<file path="config.mk">
export PLATFORM = sky130hd
export DESIGN_NAME = uart_rx_word_flat
export DESIGN_NICKNAME = d
export VERILOG_FILES = /design/src/rtl/uart_rx_word_if.sv /design/src/rtl/uart_rx_word.sv /design/src/flat_wrapper.sv
export SDC_FILE = /design/constraint.sdc
export NUM_CORES = 1
export LEC_CHECK = 0
export ABC_AREA = 1
export CORE_MARGIN = 2
export CORE_UTILIZATION = 50
export CTS_CLUSTER_SIZE = 40
export DETAILED_ROUTE_END_ITERATION = 6
export GPL_ROUTABILITY_DRIVEN = 0
export PLACE_DENSITY_LB_ADDON = 0.08
export RECOVER_POWER = 25
export SYNTH_ARGS = -nofsm -noshare
export SYNTH_HDL_FRONTEND = slang
export SYNTH_SLANG_ARGS = --single-unit
export TNS_END_PERCENT = 20
</file>
<file path="constraint.sdc">
create_clock -name clk -period 2.85 [get_ports clk]
set_input_delay 0.4275 -clock clk [delete_from_list [all_inputs] [get_ports clk]]
set_output_delay 0.4275 -clock clk [all_outputs]
set_load 0.01 [all_outputs]
</file>
<file path="src/rtl/uart_rx_word_if.sv">
// uart_rx_word_if: serial input and word-level outputs of the
// 32-bit UART word receiver, grouped as one bundle.
interface uart_rx_word_if;
   logic        rx;
   logic [31:0] data_out;
   logic        data_valid;
   logic        frame_err;
   logic        busy;

   modport master (
      input  rx,
      output data_out,
      output data_valid,
      output frame_err,
      output busy
   );

   modport slave (
      output rx,
      input  data_out,
      input  data_valid,
      input  frame_err,
      input  busy
   );
endinterface

</file>
<file path="src/rtl/uart_rx_word.sv">
// uart_rx_word: 8N1 receiver assembling 4 bytes (LSB first) into a word.
// Define UART_RX_PARITY_EN to add an even-parity bit after the data bits.
module uart_rx_word #(
   parameter int CLKS_PER_BIT = 44,
   parameter int BYTE_TIMEOUT = 1024
) (
   input  logic           clk,
   input  logic           rst,
   uart_rx_word_if.master bus
);

   localparam logic [15:0] BIT_END  = 16'(CLKS_PER_BIT - 1);
   localparam logic [15:0] HALF_END = 16'(CLKS_PER_BIT / 2 - 1);
   localparam int          TW       = $clog2(BYTE_TIMEOUT + 1);
   localparam logic [TW-1:0] TO_END = TW'(BYTE_TIMEOUT - 1);

`ifdef UART_RX_PARITY_EN
   typedef enum logic [2:0] {
      IDLE, START, DATA, PARITY, STOP
   } state_t;
`else
   typedef enum logic [2:0] {
      IDLE, START, DATA, STOP
   } state_t;
`endif

   state_t        state;
   state_t        nstate;
   logic          sync1;
   logic          rxs;
   logic          rxs_d;
   logic [15:0]   baud;
   logic [2:0]    bitn;
   logic [7:0]    shift;
   logic [1:0]    idx;
   logic [23:0]   word;
   logic [TW-1:0] tcnt;
   logic [31:0]   dout;
   logic          dvalid;
   logic          ferr;

   logic          fall;
   logic          bit_end;
   logic          half_end;
   logic          timeout;
   logic          take;
   logic          accept;
   logic          bad_stop;
   logic          par_err;
   logic          drop;

`ifdef UART_RX_PARITY_EN
   logic          par_bad;
   assign drop = par_bad;
`else
   assign drop = 1'b0;
`endif

   assign fall     = rxs_d & ~rxs;
   assign bit_end  = (baud == BIT_END);
   assign half_end = (baud == HALF_END);
   assign timeout  = (state == IDLE) && (idx != 2'd0)
                     && (tcnt == TO_END);

   assign bus.data_out   = dout;
   assign bus.data_valid = dvalid;
   assign bus.frame_err  = ferr;
   assign bus.busy       = (state != IDLE) | (idx != 2'd0);

   // Two-flop synchroniser plus one-clock history for edge detect;
   // the history flop also blocks a start while the line stays low.
   always_ff @(posedge clk or negedge rst) begin
      if (!rst) begin
         sync1 <= 1'b1;
         rxs   <= 1'b1;
         rxs_d <= 1'b1;
      end else begin
         sync1 <= bus.rx;
         rxs   <= sync1;
         rxs_d <= rxs;
      end
   end

   // State register.
   always_ff @(posedge clk or negedge rst) begin
      if (!rst) state <= IDLE;
      else      state <= nstate;
   end

   // Next state and per-cycle decisions of the frame decoder.
   always_comb begin
      nstate   = state;
      take     = 1'b0;
      accept   = 1'b0;
      bad_stop = 1'b0;
      par_err  = 1'b0;
      unique case (state)
         IDLE: begin
            if (fall) nstate = START;
         end
         START: begin
            if (half_end) nstate = rxs ? IDLE : DATA;
         end
         DATA: begin
            if (bit_end) begin
               take = 1'b1;
`ifdef UART_RX_PARITY_EN
               if (bitn == 3'd7) nstate = PARITY;
`else
               if (bitn == 3'd7) nstate = STOP;
`endif
            end
         end
`ifdef UART_RX_PARITY_EN
         PARITY: begin
            if (bit_end) begin
               par_err = ^{shift, rxs};
               nstate  = STOP;
            end
         end
`endif
         STOP: begin
            if (bit_end) begin
               nstate   = IDLE;
               accept   = rxs & ~drop;
               bad_stop = ~rxs & ~drop;
            end
         end
         default: nstate = IDLE;
      endcase
   end

   // Baud counter restarts on each state change, wraps per bit.
   always_ff @(posedge clk or negedge rst) begin
      if (!rst)                 baud <= '0;
      else if (nstate != state) baud <= '0;
      else if (bit_end)         baud <= '0;
      else                      baud <= baud + 16'd1;
   end

   // Data bit counter and LSB-first shift register.
   always_ff @(posedge clk or negedge rst) begin
      if (!rst) begin
         bitn  <= '0;
         shift <= '0;
      end else if (take) begin
         bitn  <= bitn + 3'd1;
         shift <= {rxs, shift[7:1]};
      end else if (state != DATA) begin
         bitn  <= '0;
      end
   end

`ifdef UART_RX_PARITY_EN
   // Remember a parity failure until the stop bit has passed.
   always_ff @(posedge clk or negedge rst) begin
      if (!rst)                              par_bad <= 1'b0;
      else if (state == PARITY && bit_end)   par_bad <= par_err;
   end
`endif

   // Inter-byte idle timer, only armed while a word is partial.
   always_ff @(posedge clk or negedge rst) begin
      if (!rst)                                tcnt <= '0;
      else if (state != IDLE || idx == 2'd0)   tcnt <= '0;
      else if (timeout)                        tcnt <= '0;
      else                                     tcnt <= tcnt + 1'b1;
   end

   // Byte index: advance on accept, clear on error or timeout.
   always_ff @(posedge clk or negedge rst) begin
      if (!rst)                      idx <= '0;
      else if (timeout)              idx <= '0;
      else if (bad_stop | par_err)   idx <= '0;
      else if (accept)               idx <= idx + 2'd1;
   end

   // Word assembly; the 4th byte goes straight to the output.
   always_ff @(posedge clk or negedge rst) begin
      if (!rst) begin
         word   <= '0;
         dout   <= '0;
         dvalid <= 1'b0;
      end else begin
         dvalid <= 1'b0;
         if (accept) begin
            unique case (idx)
               2'd0: word[7:0]   <= shift;
               2'd1: word[15:8]  <= shift;
               2'd2: word[23:16] <= shift;
               default: begin
                  dout   <= {shift, word};
                  dvalid <= 1'b1;
               end
            endcase
         end
      end
   end

   // Framing error strobe.
   always_ff @(posedge clk or negedge rst) begin
      if (!rst) ferr <= 1'b0;
      else      ferr <= bad_stop | par_err;
   end

endmodule
</file>
<file path="src/flat_wrapper.sv">
// flat-port wrapper written by rule: the top's interface ports become plain ports
module uart_rx_word_flat 
#(
   parameter int CLKS_PER_BIT = 44,
   parameter int BYTE_TIMEOUT = 1024
)
  (clk, rst, bus_rx, bus_data_out, bus_data_valid, bus_frame_err, bus_busy);
  uart_rx_word_if bus_i ();
  input  logic clk;
  input  logic rst;
  input wire logic [$bits(bus_i.rx)-1:0] bus_rx;
  output wire logic [$bits(bus_i.data_out)-1:0] bus_data_out;
  output wire logic [$bits(bus_i.data_valid)-1:0] bus_data_valid;
  output wire logic [$bits(bus_i.frame_err)-1:0] bus_frame_err;
  output wire logic [$bits(bus_i.busy)-1:0] bus_busy;
  assign bus_i.rx = bus_rx;
  assign bus_data_out = bus_i.data_out;
  assign bus_data_valid = bus_i.data_valid;
  assign bus_frame_err = bus_i.frame_err;
  assign bus_busy = bus_i.busy;
  uart_rx_word #(.CLKS_PER_BIT(CLKS_PER_BIT), .BYTE_TIMEOUT(BYTE_TIMEOUT)) u_core (.clk(clk), .rst(rst), .bus(bus_i));
endmodule
</file>
==> results.json <==
{
  "cts-resized-gates": 0,
  "avgSynthCellArea_um2": 9.28,
  "r2r_cells": 13,
  "min_to": "u_core.rxs",
  "maxCapViolCount": 1,
  "chipHeight_um": 99.7,
  "hp-class": "reg2reg",
  "hp-start": "u_core.sync1",
  "timing_hold_violations_final": 0,
  "drt_iter0_drc": 205,
  "path_class": "reg2reg",
  "dr.pass1.iters": 4,
  "p_sw_frac": 0.244,
  "grt_pass1_wl_mm": 14.8,
  "cts_max_level": 3,
  "antennaDiodeCount": 0,
  "ctsHoldBuffers": 0,
  "p_leak_uw": 0.00249,
  "wl_mm": 8.56,
  "grt_use_total": 0.187,
  "seq_power_share": 0.580,
  "synthAdderAreaFrac": 0.0246,
  "ys.flop_type": "dfrtp_1",
  "numClockSinks": 104,
  "rsz0062_at_grt": "false",
  "yosys_warnings": 0,
  "synth-compound-area-share": 0.0585,
  "synth_xor_area_frac": 0.0211,
  "outcome": "complete, but fails checks",
  "clk_latency_ps": 370,
  "post-place-ws_ps": 616,
  "numCtsBuffers": 9,
  "hpwl_mm": 5.96,
  "setup_ws_ps": 614,
  "seq_area_um2": 2610,
  "synth_seq_area_share": 0.570,
  "endpoint_kind": "flip-flop",
  "critical_path_required_ps": 3110,
  "synth_common_cells": "156 x nand2_1, 101 x dfrtp_1, 39 x nor2_1",
  "grt_pass1_vias": 3088,
  "place_inst": 630,
  "syn2layout_area_growth_pct": 14.6,
  "initial_utilization": 0.519,
  "cts_tree": "done",
  "fin_nets": 545,
  "setup_tns_ps": 0,
  "path_clk_slew_ps": 120,
  "setup_violations": 0,
  "fin_crit_sh": 0.785,
  "power_frac_clock": 0.388,
  "p_int_uw": 1940,
  "num_rows": 34,
  "cts-root-buf": "clkbuf_8",
  "multiInputGateArea_um2": 1710,
  "netlist_area_um2": 4570,
  "die_area_um2": 9930,
  "viasPerCell": 5.02,
  "syn-num-nets": 505,
  "stdcell_count": 646,
  "slew_violations": 41,
  "antenna_violating_nets_post_route": 0,
  "fmax_mhz": 447,
  "skew_ps": 18.4,
  "vias": 3244,
  "reg2reg_to": "u_core.bus.data_out[30]",
  "power.switching_uw": 626,
  "violations": "capacitance limit, slew limit",
  "fillCellCount": 787,
  "route.detailed.drc": 0,
  "synth_edf_count": 0,
  "async_reset_ff_frac": 1.00,
  "die_w_um": 99.7,
  "arrival_ps": 2490,
  "grt_max_degree": 44,
  "synthSimpleGateAreaFrac": 0.269,
  "peakVddDrop_mv": 0.318,
  "ys_types": 37,
  "synthMuxAreaShare": 0,
  "overflow": 0,
  "antenna_found_initial": 0,
  "relSlewSlack": -0.510,
  "power_density_nw_per_um2": 490,
  "crit_path_start_kind": "flip-flop",
  "hold_path_depth": 0,
  "synth.largest_area_cell": "dfrtp_1",
  "synth_top_family_by_area": "simple AND/OR/NAND/NOR gates",
  "drive_gt1_frac": 0.102,
  "ioPinCount": 38,
  "synth_top_area_share": 0.553,
  "cts_max_path_buffers": 2,
  "synth-seq-cells": 104,
  "synth_cells": 493,
  "finalCriticalPeriod_ps": 2240,
  "synth_area_leaders": "dfrtp_1 55%, nand2_1 13%, o21ai_1 3.5%, nor2_1 3.2%, inv_1 3.0%",
  "ff2ff_setup_slack_ps": 610,
  "cp_max_fo": 30,
  "post_cts_buffers": 0,
  "avgRoutedWirePerCell_um": 13.2,
  "synth_most_common_cell": "nand2_1",
  "combinationalPowerShare": 0.032,
  "numPortBuffers": 37,
  "worst_pin_slew_ps": 2260,
  "core_um2": 8810,
  "r2r-start": "u_core.baud[0]"
}
-- flip-flops by register name, summed over array words and instances, names as in the netlist --
register / count
u_core.sync1: 1
u_core.tcnt: 11
u_core.bus.data_out: 32
u_core.bitn: 3
u_core.state: 3
u_core.bus.data_valid: 1
u_core.rxs_d: 1
u_core.bus.frame_err: 1
u_core.word: 24
u_core.shift: 8
u_core.idx: 2
u_core.rxs: 1
u_core.baud: 16
-- power groups by stage --
| stage | logic, µW | clock network [µW] | registers, µW |
|---|---|---|---|
| 6_report | 82.3 | 996 | 1490 |
| 5_1_grt | 95.7 | 1080 | 1490 |
| 4_1_cts | 86.4 | 1030 | 1490 |
| 3_5_place_dp | 86.1 | 0 | 1520 |
| 3_3_place_gp | 85.8 | 0 | 1520 |
| 2_1_floorplan | 46.9 | 0 | 1520 |
-- through the flow --
step / power (µW) / hold WS, ps / utilization / cell area [µm²]
6_report: 2570 / 367 / 0.595 / 5240
5_1_grt: 2670 / 372 / 0.595 / 5240
4_1_cts: 2600 / 42.2 / 0.595 / 5240
3_5_place_dp: 1610 / 348 / 0.570 / 5020
3_3_place_gp: 1610 / 347 / 0.570 / 5020
2_1_floorplan: 1570 / 132 / - / 4570
-- kinds of logic after synthesis --
group / after synthesis
AO/OA/AOI/OAI: 50
XOR/XNOR: 11
adder cells (fa/ha/maj): 9
buffers and inverters: 54
flip-flops: 104
other: 1
AND/OR/NAND/NOR: 264
-- cell type report --
type                       instances  share of cell area
sequential                       104               0.497
inverter                          42              0.0303
tap                              108              0.0258
clock inverter                     7              0.0191
timing repair buffer              41              0.0776
multi-input combinational        335               0.326
clock buffer                       9              0.0236
-- placed cells by master (no fill, tap or decap), types with 3 or more instances in the layout --
cell type / instances
ha_1: 9
inv_6: 3
nand2_4: 3
inv_1: 36
nand3_1: 25
nor2_4: 10
nand4_1: 8
buf_4: 3
nor3_1: 5
nor2_2: 4
nand2_2: 4
xor2_1: 10
o21ai_1: 32
dfrtp_1: 101
clkbuf_8: 9
o21ai_0: 11
inv_2: 4
nand2_1: 156
a21oi_1: 3
clkdlybuf4s50_1: 35
nor2_1: 39
-- worst max-delay path, stage by stage (launching register included) --
cell and delay [ps]:
dfrtp_1 400, ha_1 220, inv_2 50, nor2_1 80
nand2_1 70, nor2_2 110, nand2_2 170, inv_2 130
nand2_2 120, nor2_8 210, nand2_4 130, buf_4 250
nand2_1 90, o21ai_1 70
-- metal layers --
metal | global-route usage | vias to the layer above | share of wire
met5 | 0 | - | 0
met1 | 0.284 | 1559 | 0.52
li1 | - | 1639 | -
met2 | 0.273 | 44 | 0.44
met4 | 0.0495 | 0 | 0.0042
met3 | 0.0422 | 2 | 0.030
-- worst max-delay path by stage --
| stage | from | end | cells past startpoint |
|---|---|---|---|
| floorplan | u_core.baud[0] | u_core.word[5] | 13 |
| global placement | u_core.baud[0] | u_core.bus.data_out[2] | 13 |
| detailed placement | u_core.baud[0] | u_core.bus.data_out[2] | 13 |
| CTS | u_core.baud[0] | u_core.bus.data_out[20] | 13 |
| global route | rst | u_core.bitn[1] | 1 |
| finish | u_core.baud[0] | u_core.bus.data_out[30] | 13 |
Power figures use the tool's default switching activity.
